$ cat src/rtl/sha_state_bank_if.sv
// Purpose: bundle of the init, update, digest and readback signals of sha_state_bank.
// Modports:
//   master - the compression core / controller side: drives init, update,
//            dig_ready and readback select; observes ready, digest and readback.
//   slave  - the hash-state store itself.
// Signals (CH_W = channel index width):
//   init_valid, init_ch, mode_224    : load an IV into a channel
//   upd_valid/upd_ready, upd_ch,
//   upd_last, upd_data[255:0]        : accumulate a compression output
//   dig_valid/dig_ready, dig_data,
//   dig_ch, dig_last                 : streamed digest, H0 first
//   rd_ch, rd_state, rd_blocks       : combinational readback of a channel
interface sha_state_bank_if #(
    parameter int unsigned CH_W = 2
) ();
    logic              init_valid;
    logic [CH_W-1:0]   init_ch;
    logic              mode_224;

    logic              upd_valid;
    logic              upd_ready;
    logic [CH_W-1:0]   upd_ch;
    logic              upd_last;
    logic [255:0]      upd_data;

    logic              dig_valid;
    logic              dig_ready;
    logic [31:0]       dig_data;
    logic [CH_W-1:0]   dig_ch;
    logic              dig_last;

    logic [CH_W-1:0]   rd_ch;
    logic [255:0]      rd_state;
    logic [15:0]       rd_blocks;

    modport master (
        output init_valid, init_ch, mode_224,
        output upd_valid, upd_ch, upd_last, upd_data,
        input  upd_ready,
        input  dig_valid, dig_data, dig_ch, dig_last,
        output dig_ready,
        output rd_ch,
        input  rd_state, rd_blocks
    );

    modport slave (
        input  init_valid, init_ch, mode_224,
        input  upd_valid, upd_ch, upd_last, upd_data,
        output upd_ready,
        output dig_valid, dig_data, dig_ch, dig_last,
        input  dig_ready,
        input  rd_ch,
        output rd_state, rd_blocks
    );
endinterface

$ cat src/rtl/sha_state_bank.sv
// Purpose: multi-channel SHA-256 chaining-state store. Each channel holds
// eight 32-bit words that accumulate compression outputs (H[i] += word[i],
// mod 2^32, no carries between words). A last update snapshots the final
// digest and streams it out one word per handshake, H0 first.
// Ports:
//   clk   - rising-edge clock
//   reset - synchronous, active-high reset
//   bus   - sha_state_bank_if.slave (init / update / digest / readback)
// Optional feature macro: SHA_STATE_SHA224_EN
//   defined   - mode_224 on init selects the SHA-224 IV and a 7-word digest
//   undefined - mode_224 ignored, always SHA-256 IV and 8-word digest
module sha_state_bank #(
    parameter int unsigned NUM_CH = 4,
    parameter int unsigned CH_W   = 2
) (
    input  logic             clk,
    input  logic             reset,
    sha_state_bank_if.slave  bus
);
    localparam int unsigned WORDS  = 8;
    localparam int unsigned WORD_W = 32;
    localparam int unsigned CNT_W  = 16;
    localparam int unsigned IDX_W  = 3;

    // Element 0 is H0 (concatenation lists H7 first).
    localparam logic [WORDS-1:0][WORD_W-1:0] IV_256 = {
        32'h5be0cd19, 32'h1f83d9ab, 32'h9b05688c, 32'h510e527f,
        32'ha54ff53a, 32'h3c6ef372, 32'hbb67ae85, 32'h6a09e667
    };
`ifdef SHA_STATE_SHA224_EN
    localparam logic [WORDS-1:0][WORD_W-1:0] IV_224 = {
        32'hbefa4fa4, 32'h64f98fa7, 32'h68581511, 32'hffc00b31,
        32'hf70e5939, 32'h3070dd17, 32'h367cd507, 32'hc1059ed8
    };
`endif
    localparam logic [IDX_W-1:0] LAST_256 = IDX_W'(7);
    localparam logic [IDX_W-1:0] LAST_224 = IDX_W'(6);

    typedef enum logic {
        ST_IDLE,
        ST_STREAM
    } fsm_t;

    logic [WORDS-1:0][WORD_W-1:0] r_state  [NUM_CH];
    logic [CNT_W-1:0]             r_blocks [NUM_CH];
`ifdef SHA_STATE_SHA224_EN
    logic                         r_mode   [NUM_CH];
`endif

    fsm_t                         r_fsm;
    logic [WORDS-1:0][WORD_W-1:0] r_snap;
    logic [IDX_W-1:0]             r_idx;
    logic [IDX_W-1:0]             r_last_idx;
    logic                         r_dig_valid;
    logic                         r_dig_last;
    logic [WORD_W-1:0]            r_dig_data;
    logic [CH_W-1:0]              r_dig_ch;

    logic [WORDS-1:0][WORD_W-1:0] w_upd_data;
    logic [WORDS-1:0][WORD_W-1:0] w_cur;
    logic [WORDS-1:0][WORD_W-1:0] w_sum;
    logic [WORDS-1:0][WORD_W-1:0] w_rd_state;
    logic [CNT_W-1:0]             w_rd_blocks;
    logic [IDX_W-1:0]             w_cur_last;
    logic                         w_upd_ready;
    logic                         w_upd_fire;
    logic [IDX_W-1:0]             w_idx_nxt;

    // Same-channel init wins; the update waits a cycle.
    assign w_upd_ready = (r_fsm == ST_IDLE) &&
                         !(bus.init_valid && (bus.init_ch == bus.upd_ch));
    assign w_upd_fire  = bus.upd_valid && w_upd_ready;
    assign w_upd_data  = bus.upd_data;
    assign w_idx_nxt   = r_idx + IDX_W'(1);

    // Channel selects for the update target and the readback port.
    always_comb begin
        w_cur       = '0;
        w_cur_last  = LAST_256;
        w_rd_state  = '0;
        w_rd_blocks = '0;
        for (int c = 0; c < NUM_CH; c++) begin
            if (bus.upd_ch == CH_W'(c)) begin
                w_cur = r_state[c];
`ifdef SHA_STATE_SHA224_EN
                w_cur_last = r_mode[c] ? LAST_224 : LAST_256;
`endif
            end
            if (bus.rd_ch == CH_W'(c)) begin
                w_rd_state  = r_state[c];
                w_rd_blocks = r_blocks[c];
            end
        end
    end

    // Independent 32-bit adders: no carry between words.
    always_comb begin
        w_sum = '0;
        for (int i = 0; i < WORDS; i++) begin
            w_sum[i] = w_cur[i] + w_upd_data[i];
        end
    end

    // Per-channel state, block count and mode.
    always_ff @(posedge clk) begin
        if (reset) begin
            for (int c = 0; c < NUM_CH; c++) begin
                r_state[c]  <= IV_256;
                r_blocks[c] <= '0;
`ifdef SHA_STATE_SHA224_EN
                r_mode[c]   <= 1'b0;
`endif
            end
        end else begin
            for (int c = 0; c < NUM_CH; c++) begin
                if (bus.init_valid && (bus.init_ch == CH_W'(c))) begin
`ifdef SHA_STATE_SHA224_EN
                    r_state[c] <= bus.mode_224 ? IV_224 : IV_256;
                    r_mode[c]  <= bus.mode_224;
`else
                    r_state[c] <= IV_256;
`endif
                    r_blocks[c] <= '0;
                end else if (w_upd_fire && (bus.upd_ch == CH_W'(c))) begin
                    r_state[c]  <= w_sum;
                    r_blocks[c] <= r_blocks[c] + CNT_W'(1);
                end
            end
        end
    end

    // Digest streaming FSM with registered outputs.
    always_ff @(posedge clk) begin
        if (reset) begin
            r_fsm       <= ST_IDLE;
            r_snap      <= '0;
            r_idx       <= '0;
            r_last_idx  <= LAST_256;
            r_dig_valid <= 1'b0;
            r_dig_last  <= 1'b0;
            r_dig_data  <= '0;
            r_dig_ch    <= '0;
        end else begin
            case (r_fsm)
                ST_IDLE: begin
                    if (w_upd_fire && bus.upd_last) begin
                        r_snap      <= w_sum;
                        r_idx       <= '0;
                        r_last_idx  <= w_cur_last;
                        r_dig_data  <= w_sum[0];
                        r_dig_ch    <= bus.upd_ch;
                        r_dig_valid <= 1'b1;
                        r_dig_last  <= 1'b0;
                        r_fsm       <= ST_STREAM;
                    end
                end
                ST_STREAM: begin
                    if (bus.dig_ready) begin
                        if (r_dig_last) begin
                            r_dig_valid <= 1'b0;
                            r_dig_last  <= 1'b0;
                            r_fsm       <= ST_IDLE;
                        end else begin
                            r_idx      <= w_idx_nxt;
                            r_dig_data <= r_snap[w_idx_nxt];
                            r_dig_last <= (w_idx_nxt == r_last_idx);
                        end
                    end
                end
                default: begin
                    r_fsm       <= ST_IDLE;
                    r_dig_valid <= 1'b0;
                    r_dig_last  <= 1'b0;
                end
            endcase
        end
    end

    assign bus.upd_ready = w_upd_ready;
    assign bus.dig_valid = r_dig_valid;
    assign bus.dig_data  = r_dig_data;
    assign bus.dig_ch    = r_dig_ch;
    assign bus.dig_last  = r_dig_last;
    assign bus.rd_state  = w_rd_state;
    assign bus.rd_blocks = w_rd_blocks;

endmodule
$ cat src/flat_wrapper.sv
// flat-port wrapper written by rule: the top's interface ports become plain ports
module sha_state_bank_flat 
#(
    parameter int unsigned NUM_CH = 4,
    parameter int unsigned CH_W   = 2
)
  (clk, reset, bus_init_valid, bus_init_ch, bus_mode_224, bus_upd_valid, bus_upd_ch, bus_upd_last, bus_upd_data, bus_upd_ready, bus_dig_valid, bus_dig_data, bus_dig_ch, bus_dig_last, bus_dig_ready, bus_rd_ch, bus_rd_state, bus_rd_blocks);
  sha_state_bank_if #(.CH_W(CH_W)) bus_i ();
  input  logic clk;
  input  logic reset;
  input wire logic [$bits(bus_i.init_valid)-1:0] bus_init_valid;
  input wire logic [$bits(bus_i.init_ch)-1:0] bus_init_ch;
  input wire logic [$bits(bus_i.mode_224)-1:0] bus_mode_224;
  input wire logic [$bits(bus_i.upd_valid)-1:0] bus_upd_valid;
  input wire logic [$bits(bus_i.upd_ch)-1:0] bus_upd_ch;
  input wire logic [$bits(bus_i.upd_last)-1:0] bus_upd_last;
  input wire logic [$bits(bus_i.upd_data)-1:0] bus_upd_data;
  output wire logic [$bits(bus_i.upd_ready)-1:0] bus_upd_ready;
  output wire logic [$bits(bus_i.dig_valid)-1:0] bus_dig_valid;
  output wire logic [$bits(bus_i.dig_data)-1:0] bus_dig_data;
  output wire logic [$bits(bus_i.dig_ch)-1:0] bus_dig_ch;
  output wire logic [$bits(bus_i.dig_last)-1:0] bus_dig_last;
  input wire logic [$bits(bus_i.dig_ready)-1:0] bus_dig_ready;
  input wire logic [$bits(bus_i.rd_ch)-1:0] bus_rd_ch;
  output wire logic [$bits(bus_i.rd_state)-1:0] bus_rd_state;
  output wire logic [$bits(bus_i.rd_blocks)-1:0] bus_rd_blocks;
  assign bus_i.init_valid = bus_init_valid;
  assign bus_i.init_ch = bus_init_ch;
  assign bus_i.mode_224 = bus_mode_224;
  assign bus_i.upd_valid = bus_upd_valid;
  assign bus_i.upd_ch = bus_upd_ch;
  assign bus_i.upd_last = bus_upd_last;
  assign bus_i.upd_data = bus_upd_data;
  assign bus_upd_ready = bus_i.upd_ready;
  assign bus_dig_valid = bus_i.dig_valid;
  assign bus_dig_data = bus_i.dig_data;
  assign bus_dig_ch = bus_i.dig_ch;
  assign bus_dig_last = bus_i.dig_last;
  assign bus_i.dig_ready = bus_dig_ready;
  assign bus_i.rd_ch = bus_rd_ch;
  assign bus_rd_state = bus_i.rd_state;
  assign bus_rd_blocks = bus_i.rd_blocks;
  sha_state_bank #(.NUM_CH(NUM_CH), .CH_W(CH_W)) u_core (.clk(clk), .reset(reset), .bus(bus_i));
endmodule
$ cat config.mk
export PLATFORM = sky130hd
export DESIGN_NAME = sha_state_bank_flat
export DESIGN_NICKNAME = d
export VERILOG_FILES = /design/src/rtl/sha_state_bank_if.sv /design/src/rtl/sha_state_bank.sv /design/src/flat_wrapper.sv
export SDC_FILE = /design/constraint.sdc
export NUM_CORES = 2
export LEC_CHECK = 0
export CAP_MARGIN = 20
export CORE_MARGIN = 2
export CORE_UTILIZATION = 39
export CTS_BUF_LIST = sky130_fd_sc_hd__clkbuf_8
export DETAILED_ROUTE_END_ITERATION = 12
export SLEW_MARGIN = 15
export SYNTH_ARGS = -nofsm -noshare
export SYNTH_HDL_FRONTEND = slang
export SYNTH_SLANG_ARGS = --single-unit
$ cat constraint.sdc
create_clock -name clk -period 26.6 [get_ports clk]
set_input_delay 5.32 -clock clk [delete_from_list [all_inputs] [get_ports clk]]
set_output_delay 5.32 -clock clk [all_outputs]
set_load 0.01 [all_outputs]
## Word level (Yosys, flattened, before mapping)

Memory sizes are Yosys's and may differ from the RTL's.
Index checks and enable logic that the tools add are counted.

- Register bits after elaboration: 296
- RAM bits: 1088
- Input bits: 269
- Output and inout bits: 309
- Logic and storage cells: 162
- Memories kept: 2

- Add/subtract/negate cells: 13
- $lt $le $gt $ge: 1
- Eq/ne operators: 15
- Multiplexer cells: 80
- Bitwise logic cells: 17
- Reductions and logical operators: 20

Memory list:

| name | words | width | read ports | clocked after Yosys merged registers in | write ports | RTL line | source |
|---|---|---|---|---|---|---|---|
| u_core.r_state | 4 | 256 | 4 | 0 | 4 | sha_state_bank.sv:44 | `logic [WORDS-1:0][WORD_W-1:0] r_state [NUM_CH];` |
| u_core.r_blocks | 4 | 16 | 4 | 0 | 4 | sha_state_bank.sv:45 | `logic [CNT_W-1:0] r_blocks [NUM_CH];` |

Operators by type and width:

| operator | count |
|---|---|
| $mux W256 | 16 |
| $add A32 B32 Y32 | 8 |
| $mux W16 | 12 |
| $mux W32 | 4 |
| $bmux W32 S3 | 1 |
| $add A16 B1 Y16 const B | 4 |
| $pmux W32 S2 | 1 |
| $mux W1 | 39 |
| $or A1 B1 Y1 | 16 |
| $eq A2 B2 Y1 const B | 6 |
| $logic_and A1 B1 Y1 | 12 |
| $mux W3 | 3 |
| $ne A2 B2 Y1 const B | 4 |
| $eq A2 B1 Y1 const B | 3 |
| $logic_not A2 Y1 | 3 |
| $pmux W1 S2 | 3 |
| $pmux W3 S2 | 1 |
| $reduce_and A3 Y1 | 2 |
| $lt A3 B4 Y1 const B | 1 |
| $reduce_and A2 Y1 | 2 |
| $add A3 B1 Y3 const B | 1 |
| $eq A3 B3 Y1 const B | 1 |
| $eq A2 B2 Y1 | 1 |
| $logic_not A1 Y1 | 1 |
| $not A1 Y1 | 1 |

## Logic depth before layout (Yosys ltp)

- Depth after elaboration: 11
- Depth in mapped cells: 17
- Depth with buffers taken out: 13

## Worst setup path before layout

No wires, ideal clock.

- Path kind: input port to flip-flop
- Start: input bus_upd_ch[0]
- End: memory u_core.r_blocks[1][0] (enable)
- Setup time: 1.282 ns
- Arrival time: 25.411 ns
- Data required time: 25.318 ns
- Path slack: -0.093 ns
- Cell stages on the path: 8
- Path buffers: 3
- Cells stage by stage: buf_2 > xnor2_1 > a31oi_1 > and2_1 > buf_2 > nand2b_1 > clkbuf_1 > o21ai_0

RTL lines:

| element | RTL line | source |
|---|---|---|
| start: declaration | flat_wrapper.sv:15 | `input wire logic [$bits(bus_i.upd_ch)-1:0] bus_upd_ch;` |
| end: declaration | sha_state_bank.sv:45 |  |

## Final worst setup path

- Start: input bus_rd_ch[0]
- End: output bus_rd_state[192]

- Cells in the longest elaborated chain, start to end: 5
- Elaborated cells on any way between the ends: 8
- Those cells by class: eq/ne: 3; mux: 4; reduce/logical: 1

RTL lines:

| element | RTL line | source |
|---|---|---|
| start: declaration | flat_wrapper.sv:24 | `input wire logic [$bits(bus_i.rd_ch)-1:0] bus_rd_ch;` |
| $logic_not A2 Y1 | sha_state_bank.sv:89 | `if (bus.rd_ch == CH_W'(c)) begin` |
| $mux W256 (3 in series) | sha_state_bank.sv:89 |  |
| $mux W256 (*) | sha_state_bank.sv:89 |  |
| end: declaration | flat_wrapper.sv:25 | `output wire logic [$bits(bus_i.rd_state)-1:0] bus_rd_state;` |

Every way passes the cells marked *; elsewhere a longest branch is shown, timed or not.

==> results.py <==
metrics = {
    "drt": {
        "top_layer": "met5",
        "wl_met3_mm": 23.0,
        "viasPerCell": 5.90,
        "dr.pass1.iters": 6,
        "route.met2.wl_mm": 126,
        "drtAntennaViolNets": 0,
        "wl_mm": 278,
        "vias": 57500,
        "drc_errors": 0,
        "wl_per_cell_um": 28.5,
        "wl_met1_mm": 112,
        "drtIter0Drc": 6324,
    },
    "power": {
        "p_leak_nw": 30.3,
        "vdd_ir_drop_max_v": 0.0000396,
        "p_per_area_nw_per_um2": 63.9,
    },
    "hold_path": {
        "hold_start": "u_core.r_snap[23]",
        "hold_class": "register to register",
    },
    "yosys": {
        "avgSynthCellArea_sq_um": 12.0,
        "synth-seq-area-share_pct": 50.3,
        "ys_types": 101,
        "ys_seq_elements": 1384,
        "yosysWarningCount": 0,
        "synthFlopType": "edfxtp_1",
        "synth_edf_count": 1088,
        "synth_nets": 6943,
        "syn-cell-area_sq_um": 76800,
        "synthCells": 6409,
        "async_reset_ff_share_pct": 0,
    },
    "timing": {
        "slew_headroom_pct": 18.3,
        "hold_violations": 0,
        "skew_ps": 74.4,
        "setup_viol_count_final": 0,
        "fin_crit_sh_pct": 55.6,
        "rsz0062_at_grt": "false",
        "min_period_ps": 14800,
        "slew_viol_final": 0,
        "worst_pin_slew_ps": 1220,
        "fin_tns_setup_ps": 0,
        "fmax_ghz": 0.0676,
    },
    "layout": {
        "final_core_util_pct": 46.1,
        "syn_to_final_growth_pct": 17.2,
        "layout-drive-gt1-share_pct": 15.7,
        "layout.nets": 7431,
        "fill_cells": 17900,
    },
    "grt": {
        "grt_max_degree": 151,
        "grt_pass1_wl_mm": 394,
        "grt_pass1_vias": 55800,
        "track_usage_pct": 27.2,
        "grt_overflow_total": 0,
        "antenna_found_initial": 35,
    },
    "setup_path": {
        "crit_path_end_kind": "primary output",
        "setup.worst_path.start": "bus_rd_ch[0]",
        "start_kind": "primary input",
        "crit_required_ps": 21280,
        "crit_type": "primary input to primary output",
        "path_max_fanout": 62,
        "worstPathArrival_ps": 9480,
        "rr_startpoint": "u_core.r_fsm",
    },
    "clock_tree": {
        "numCtsBuffers": 237,
        "htreeDepth": 4,
        "cts_hold_buffers": 0,
        "clk_pin_slew_ps": 60,
        "cts-resized-gates": 0,
        "cts_buffer_depth": 3,
        "post-cts-setup-buffers": 0,
        "clockRootBuffer": "clkbuf_8",
        "clkLatencyLatePin_ps": 1020,
        "cts_tree": "done",
        "cts.sinks": 1384,
    },
    "floorplanning": {
        "initial_core_util_pct": 39.3,
        "die_w_um": 448,
        "pin_count": 578,
        "die-area_sq_um": 200000,
        "num_rows": 162,
        "die_y_um": 448,
        "core_area_sq_um": 195000,
    },
    "job": {
        "drv_cap": 0,
    },
    "placed_design": {
        "port_buffers": 576,
        "dp_hpwl_mm": 190,
        "gp_congestion": 0.931,
    },
    "status": {
        "outcome": "finished, final reports clean",
    },
}
## routing by layer
layer | global-route usage, % | vias up
met5 | 0 | -
met4 | 15.5 | 8
met3 | 4.65 | 511
met2 | 41.6 | 2634
met1 | 36.8 | 29200
li1 | - | 25200
## stage by stage
stage	power, mW	hold slack (ps)	instances	area, sq um	setup WS [ps]
6_report	5.75	457	9746	90000	11800
5_1_grt	5.97	476	9742	90000	11400
4_1_cts	5.77	454	9721	89800	11540
3_5_place_dp	3.84	446	9277	85100	11540
3_3_place_gp	3.83	443	9276	85100	11530
2_1_floorplan	3.37	429	6409	76800	45.2
## flip-flops by register name, indices dropped and copies added (netlist names)
register / cells
u_core.bus.dig_ch: 2
u_core.bus.dig_data: 32
u_core.bus.dig_last: 1
u_core.bus.dig_valid: 1
u_core.r_blocks: 64
u_core.r_fsm: 1
u_core.r_idx: 3
u_core.r_snap: 256
u_core.r_state: 1024
## power breakdown
part / internal (mW) / total (mW) / leakage [nW] / switching (mW)
clock: 0.991 / 1.93 / 2.71 / 0.941
sequential: 2.46 / 2.54 / 12.2 / 0.0745
combinational: 0.454 / 1.28 / 15.4 / 0.826
total: 3.91 / 5.75 / 30.3 / 1.84
## layout by cell type, fill, tap and decap left out, types with 120 or more instances in the layout
cell             instances
mux4_2                 592
xor2_1                 120
ha_1                   256
clkbuf_8               273
edfxtp_1              1088
o21ai_0                185
nand2_1                810
a21oi_1                384
inv_1                  162
clkdlybuf4s50_1        571
nand3_1                151
a21o_1                 122
xnor2_1                145
nor2_1                 903
dfxtp_1                294
## critical path, cell delays in order
cell             delay [ps]
buf_8                   580
buf_4                   720
buf_4                   810
buf_4                   700
mux4_2                  680
clkdlybuf4s50_1         510
## cells by family (layout without fill, tap and decap cells)
kind of cell	count (synthesis)	count (layout)	share of synthesized area (%)
buffers and inverters	510	1203	2.60
other	0	20	0
AO/OA/AOI/OAI	1114	1114	9.38
AND/OR/NAND/NOR	2240	2240	12.5
multiplexers	626	626	17.8
flip-flops	1384	1384	50.3
adder cells (fa/ha/maj)	265	265	4.40
XOR/XNOR	270	270	3.10
## worst paths after layout
kind                            slack [ps]  depth (start not counted)                endpoint
worst max-delay path                 11800                          6       bus_rd_state[192]
worst min-delay path                   460                          2       u_core.r_snap[23]
worst max register to register       21840                          6  u_core.r_state[0][874]
worst min register to register         460                          2       u_core.r_snap[23]
## synth_stat cells, types with 67 or more instances
library cell / number / share of area (%)
clkbuf_1: 267 / 1.3
buf_2: 67 / 0.44
o21ai_0: 187 / 1.2
inv_1: 91 / 0.44
nand3_1: 153 / 1.0
edfxtp_1: 1088 / 43
ha_1: 257 / 4.2
nor2_1: 905 / 4.4
buf_1: 83 / 0.41
xor2_1: 121 / 1.4
xnor2_1: 147 / 1.7
o21a_1: 81 / 0.79
a21o_1: 122 / 1.2
a21oi_1: 385 / 2.5
dfxtp_1: 296 / 7.7
nand2_1: 812 / 4.0
mux4_2: 592 / 17
## cell type report
cell class | count | area [sq um] | area share [%]
flip-flops and latches | 1384 | 38600 | 42.9
multi-input cells | 4515 | 36400 | 40.4
repair buffers | 668 | 6610 | 7.34
clock buffers | 273 | 3760 | 4.18
well taps | 2624 | 3280 | 3.65
clock inverters | 171 | 968 | 1.08
inverters | 91 | 343 | 0.381
diodes | 20 | 50.0 | 0.0556
No activity file was read; power rests on OpenSTA's default activity.
